$ cat src/rtl/acc_seq_ctrl.sv
// -----------------------------------------------------------------------------
// acc_seq_ctrl
//
// Program sequencer for the 4-bit accumulator datapath.
//
// A small instruction store (2**ADDR_W bytes) is written over the prog_* port
// while the sequencer is not running. A start pulse launches a
// fetch / decode / issue loop from pc = 0:
//   - NOP, JMP, JZ, JC and HLT are resolved locally in DECODE.
//   - ALU opcodes 0x1..0xB are handed to the datapath over op_valid/op_ready.
//
// Instruction word: [7:4] opcode, [3:0] immediate.
//
// Handshake: op_valid is high for every cycle the FSM sits in ISSUE.
// op_code/op_imm are stable while op_valid is high. A transfer happens on a
// rising clk edge where op_valid and op_ready are both high. op_valid drops on
// the following cycle. It also drops on a timeout, on stop and on rst.
//
// Ports
//   clk, rst       clock, synchronous active-high reset
//   prog_we/addr/  store write port (honoured only in IDLE/HALT/ERROR)
//   prog_data
//   start          1-cycle pulse: pc <= 0, retired <= 0, run
//   stop           abort to IDLE (wins over start)
//   acc_zero/carry datapath flags, sampled in DECODE by JZ/JC
//   op_ready       datapath accepts the issued op this cycle
//   op_valid/code/ op issue request and its payload
//   op_imm
//   pc             current program counter
//   busy/halted/   state-decoded status (FETCH|DECODE|ISSUE / HALT / ERROR)
//   error
//   retired        retired-instruction count, saturating at 255
// -----------------------------------------------------------------------------
module acc_seq_ctrl #(
  parameter int ADDR_W  = 4,
  parameter int TIMEOUT = 15
) (
  input  logic              clk,
  input  logic              rst,
  input  logic              prog_we,
  input  logic [ADDR_W-1:0] prog_addr,
  input  logic [7:0]        prog_data,
  input  logic              start,
  input  logic              stop,
  input  logic              acc_zero,
  input  logic              acc_carry,
  input  logic              op_ready,
  output logic              op_valid,
  output logic [3:0]        op_code,
  output logic [3:0]        op_imm,
  output logic [ADDR_W-1:0] pc,
  output logic              busy,
  output logic              halted,
  output logic              error,
  output logic [7:0]        retired
);

  localparam int DEPTH = 2 ** ADDR_W;

  // The wait counter only has to reach TIMEOUT-1.
  localparam int CNT_W = (TIMEOUT > 1) ? $clog2(TIMEOUT) : 1;
  localparam logic [CNT_W-1:0] WAIT_LAST = CNT_W'((TIMEOUT > 0) ? TIMEOUT - 1 : 0);

  localparam logic [3:0] OP_NOP = 4'h0;
  localparam logic [3:0] OP_JMP = 4'hC;
  localparam logic [3:0] OP_JZ  = 4'hD;
  localparam logic [3:0] OP_JC  = 4'hE;
  localparam logic [3:0] OP_HLT = 4'hF;

  typedef enum logic [2:0] {
    S_IDLE   = 3'd0,
    S_FETCH  = 3'd1,
    S_DECODE = 3'd2,
    S_ISSUE  = 3'd3,
    S_HALT   = 3'd4,
    S_ERROR  = 3'd5
  } state_t;

  // ---------------------------------------------------------------------------
  // Registers
  // ---------------------------------------------------------------------------
  state_t            r_state;
  logic [ADDR_W-1:0] r_pc;
  logic [7:0]        r_ir;
  logic [7:0]        r_retired;
  logic [CNT_W-1:0]  r_wait;
  logic [7:0]        r_store [DEPTH];

  // ---------------------------------------------------------------------------
  // Next-state wires
  // ---------------------------------------------------------------------------
  state_t            w_state_nxt;
  logic [ADDR_W-1:0] w_pc_nxt;
  logic [7:0]        w_ir_nxt;
  logic [CNT_W-1:0]  w_wait_nxt;
  logic              w_retire;
  logic              w_clr_retired;
  logic              w_store_we;
  logic [7:0]        w_retired_nxt;

  logic [3:0]        w_opc;
  logic [ADDR_W-1:0] w_pc_inc;
  logic [ADDR_W-1:0] w_target;
  logic              w_forwarded;

  assign w_opc       = r_ir[7:4];
  // PC arithmetic wraps naturally at ADDR_W bits.
  assign w_pc_inc    = r_pc + 1'b1;
  // Branch target: immediate truncated or zero-extended to the pc width.
  assign w_target    = ADDR_W'(r_ir[3:0]);
  assign w_forwarded = (w_opc != OP_NOP) && (w_opc < OP_JMP);

  // ---------------------------------------------------------------------------
  // FSM: next state and datapath controls
  // ---------------------------------------------------------------------------
  always_comb begin
    w_state_nxt   = r_state;
    w_pc_nxt      = r_pc;
    w_ir_nxt      = r_ir;
    w_wait_nxt    = r_wait;
    w_retire      = 1'b0;
    w_clr_retired = 1'b0;
    w_store_we    = 1'b0;

    unique case (r_state)
      S_IDLE, S_HALT, S_ERROR: begin
        // Store is writable whenever the sequencer is parked. A write and a
        // start in the same cycle both take effect; the fetch that follows
        // already sees the new word.
        w_store_we = prog_we;
        if (stop) begin
          w_state_nxt = S_IDLE;
        end else if (start) begin
          w_state_nxt   = S_FETCH;
          w_pc_nxt      = '0;
          w_clr_retired = 1'b1;
        end
      end

      S_FETCH: begin
        if (stop) begin
          w_state_nxt = S_IDLE;
        end else begin
          w_ir_nxt    = r_store[r_pc];
          w_state_nxt = S_DECODE;
        end
      end

      S_DECODE: begin
        if (stop) begin
          w_state_nxt = S_IDLE;
        end else if (w_forwarded) begin
          w_wait_nxt  = '0;
          w_state_nxt = S_ISSUE;
        end else begin
          w_retire = 1'b1;
          unique case (w_opc)
            OP_HLT: begin
              w_state_nxt = S_HALT;
            end
            OP_JMP: begin
              w_pc_nxt    = w_target;
              w_state_nxt = S_FETCH;
            end
            OP_JZ: begin
              w_pc_nxt    = acc_zero ? w_target : w_pc_inc;
              w_state_nxt = S_FETCH;
            end
            OP_JC: begin
              w_pc_nxt    = acc_carry ? w_target : w_pc_inc;
              w_state_nxt = S_FETCH;
            end
            default: begin
              // NOP
              w_pc_nxt    = w_pc_inc;
              w_state_nxt = S_FETCH;
            end
          endcase
        end
      end

      S_ISSUE: begin
        // stop wins over a coincident handshake: the op is not retired.
        if (stop) begin
          w_state_nxt = S_IDLE;
        end else if (op_ready) begin
          w_pc_nxt    = w_pc_inc;
          w_retire    = 1'b1;
          w_state_nxt = S_FETCH;
        end else if ((TIMEOUT != 0) && (r_wait == WAIT_LAST)) begin
          // op_valid has now been up for TIMEOUT cycles without op_ready.
          w_state_nxt = S_ERROR;
        end else if (TIMEOUT != 0) begin
          w_wait_nxt = r_wait + 1'b1;
        end
      end

      default: begin
        w_state_nxt = S_IDLE;
      end
    endcase
  end

  // Retired count: cleared on start, saturates at 255.
  always_comb begin
    w_retired_nxt = r_retired;
    if (w_clr_retired) begin
      w_retired_nxt = '0;
    end else if (w_retire && (r_retired != 8'hFF)) begin
      w_retired_nxt = r_retired + 8'd1;
    end
  end

  // ---------------------------------------------------------------------------
  // State register
  // ---------------------------------------------------------------------------
  always_ff @(posedge clk) begin
    if (rst) begin
      r_state   <= S_IDLE;
      r_pc      <= '0;
      r_ir      <= '0;
      r_retired <= '0;
      r_wait    <= '0;
    end else begin
      r_state   <= w_state_nxt;
      r_pc      <= w_pc_nxt;
      r_ir      <= w_ir_nxt;
      r_retired <= w_retired_nxt;
      r_wait    <= w_wait_nxt;
    end
  end

  // Instruction store: contents survive reset.
  always_ff @(posedge clk) begin
    if (!rst && w_store_we) begin
      r_store[prog_addr] <= prog_data;
    end
  end

  // ---------------------------------------------------------------------------
  // Outputs: decoded from registered state only
  // ---------------------------------------------------------------------------
  assign op_valid = (r_state == S_ISSUE);
  assign op_code  = op_valid ? r_ir[7:4] : 4'h0;
  assign op_imm   = op_valid ? r_ir[3:0] : 4'h0;
  assign pc       = r_pc;
  assign busy     = (r_state == S_FETCH) || (r_state == S_DECODE) || (r_state == S_ISSUE);
  assign halted   = (r_state == S_HALT);
  assign error    = (r_state == S_ERROR);
  assign retired  = r_retired;

endmodule

$ cat config.mk
export PLATFORM = sky130hd
export DESIGN_NAME = acc_seq_ctrl
export DESIGN_NICKNAME = d
export VERILOG_FILES = /design/src/rtl/acc_seq_ctrl.sv
export SDC_FILE = /design/constraint.sdc
export NUM_CORES = 1
export LEC_CHECK = 0
export ABC_AREA = 1
export CAP_MARGIN = 20
export CORE_MARGIN = 3
export CORE_UTILIZATION = 25
export CTS_CLUSTER_DIAMETER = 40
export DETAILED_ROUTE_END_ITERATION = 10
export PLACE_DENSITY = 0.45
export SLEW_MARGIN = 20
export SYNTH_ARGS = -nofsm -noshare
export SYNTH_HDL_FRONTEND = slang
export SYNTH_SLANG_ARGS = --single-unit
$ cat constraint.sdc
create_clock -name clk -period 1.65 [get_ports clk]
set_input_delay 0.2475 -clock clk [delete_from_list [all_inputs] [get_ports clk]]
set_output_delay 0.2475 -clock clk [all_outputs]
set_load 0.005 [all_outputs]
==> results.yml <==
synthesis:
  synth.avg_cell_area_um2: 9.049
  yosysSeqAreaShare_pct: 61.10
  synth-main-ff-cell: "edfxtp_1"
  ys_types: 30
  synth_async_sr_flop_share_pct: 0
  syn-num-nets: 817
  syn_inst: 793
  synth-edff-count: 128
  ys.warnings.count: 0
  ys_ff_latch: 155
  netlist_area_um2: 7176
power_and_ir_drop:
  switching_share_pct: 26.74
  p_leak_uw: 0.003946
  p_int_uw: 6824
  p_clk_share_pct: 42.4
  switchingPower_uw: 2491
  power_density_nw_per_um2: 987.6
  seqPwrFrac_pct: 46.3
  power_frac_comb_pct: 11.4
  ir_drop_v: 0.0004876
finish:
  fillers: 2926
  final_cell_mix: "nand2_1 (238), edfxtp_1 (128), nand3_1 (112)"
  multi_input_area_um2: 2379
  layout.nets: 928
  final-seq-area_um2: 4413
  fin_area_um2: 9432
  diodes: 0
  mostFrequentLayoutCell: "nand2_1"
  drive_above_1_share_pct: 18.43
  area_growth_pct: 31.44
global_route:
  grt_overflow: 0
  grt_pass1_wl_mm: 30.22
  grt_max_degree: 37
  grt_usage_pct: 12.97
  grt_pass1_vias: 5295
  antenna_found_initial: 0
clocking:
  ctsHtreeMaxLevel: 4
  clock_latency_ps: 430
  clockBufferDepth: 2
  cts-hold-fix-buffers: 0
  clk_pin_slew_ps: 70
  clockRootBuffer: "clkbuf_16"
  cts_tree: "yes"
  cts-buffers-inserted: 17
  clkSinkCount: 155
sta:
  worst_slew_pin_slew_ps: 450.1
  period_share_pct: 98.34
  hold_viol: 0
  rsz0062_at_grt: "yes"
  worst_clock_skew_ps: 11.85
  setup_viol: 0
  final.setup.tns_ps: 0
  fin_crit_ps: 1623
  max_freq_mhz: 616.3
  slew_violations: 0
  relSlewSlack_pct: 69.92
critical_path:
  cp_max_fo: 8
  cp-start-kind: "flop"
  worst_ep_arrival_time_ps: 1750
  cp_data_required_time_ps: 1780
  end_kind: "flop"
  crit_type: "flop to flop"
routing:
  drcViolationCount: 0
  num_vias: 5513
  first_iter_violations: 355
  drt-total-wl_mm: 19.70
  detail-route-antenna-nets: 0
  wl_per_cell_um: 15.21
  drtPass1Iterations: 5
  viasPerCell: 4.257
floorplan:
  die_w_um: 175.4
  core.rowCount: 61
  coreArea_um2: 28010
  die_area_um2: 30770
  pin_count: 44
  die_h_um: 175.4
  initial_core_util_pct: 25.62
place:
  gp_congestion: 0.7658
  place_area_um2: 8534
  dp_hpwl_mm: 13.47
  portBuffers: 43
run_status:
  status: "finished, final reports clean"
worst_hold_path:
  min_path_type: "flop to flop"
flow_run:
  max_cap_violations: 0
[kinds of logic after synthesis]
| kind of cell | count (synthesis) | share of synthesized area (%) |
|---|---|---|
| adders and majority gates | 4 | 0.6975 |
| AOI/OAI and AO/OA | 44 | 3.488 |
| DFF | 155 | 61.10 |
| xor gates and xnor gates | 5 | 0.6103 |
| and+or+nand+nor | 442 | 26.36 |
| buffers and inverters | 143 | 7.742 |
[routing by layer]
layer  vias up  GRT usage, %  routed length, um
li1       2804             -                  -
met1      2597         17.57               9295
met2       103         21.14               9390
met3         9         3.026                848
met4         0         3.068                161
met5         -             0                  0
[power groups by stage]
stage | logic, uW | registers, uW | clock network (uW)
CTS | 1040 | 4310 | 4050
finish | 1060 | 4310 | 3950
floorplan | 532 | 4390 | 0
global route | 1170 | 4320 | 4200
detailed placement | 1010 | 4400 | 0
global placement | 1020 | 4400 | 0
[path summary, 6_finish.rpt]
kind | cells past startpoint | startpoint | slack [ps] | to
max | 9 | r_state[2] | 30 | r_store[13][2]
min | 2 | retired[1] | 490 | retired[1]
max reg2reg | 9 | r_state[2] | 30 | r_store[13][2]
min reg2reg | 2 | retired[1] | 490 | retired[1]
[cell type report]
| type | count | area share [%] |
|---|---|---|
| Tap cell | 378 | 5.015 |
| Clock buffer | 17 | 4.510 |
| Clock inverter | 15 | 1.910 |
| Sequential cell | 155 | 46.79 |
| Inverter | 115 | 4.630 |
| Timing Repair Buffer | 119 | 11.93 |
| Multi-Input combinational cell | 496 | 25.22 |
[critical path, stage by stage (launching register included)]
cell and delay (ps):
dfxtp_2 360, inv_4 50, buf_6 110, nand2_4 60
nand2_4 60, nor2_4 110, buf_8 150, nand3_4 140
nor2_2 130, buf_6 150
[synthesized netlist by cell type (3+ instances only)]
library cell  number  area (um^2)
edfxtp_1         128         3844
o21ai_0           11        55.05
buf_1              4        15.01
nand2_1          242        908.4
ha_1               4        50.05
nand3_1          114        570.6
nand4_1            8        50.05
dfxtp_1           27        540.5
inv_1            108        405.4
nor2_4             3        33.78
nor2_1            67        251.5
a21oi_1           25        125.1
xor2_1             4        35.03
inv_2              5        18.77
clkbuf_1           9        33.78
buf_2             15        75.07
[what timing repair did]
item	in CTS	in global routing
gates cloned	1	0
setup buffers	7	6
hold endpoints to repair	0	0
setup endpoints to repair	34	148
resized for setup	45	44
pin swaps	0	3
[metrics by stage]
stage               power, uW  hold WS, ps  util, %  std cells  setup slack [ps]
finish                   9315        492.5    33.67       1295             27.42
global placement         5414        486.3    30.47       1250            -273.2
detailed placement       5413        491.4    30.47       1250            -253.4
CTS                      9403        502.0    33.13       1290            -189.0
global route             9692        511.0    33.67       1295            -37.85
floorplan                4919        346.4        -        793            -66.59
[state kept, by name, indices dropped and copies added (netlist names)]
register and flops:
r_ir 8, retired 8, r_wait 4, r_store 128, r_state 3, pc 4
No activity file was read; power rests on OpenSTA's default activity.
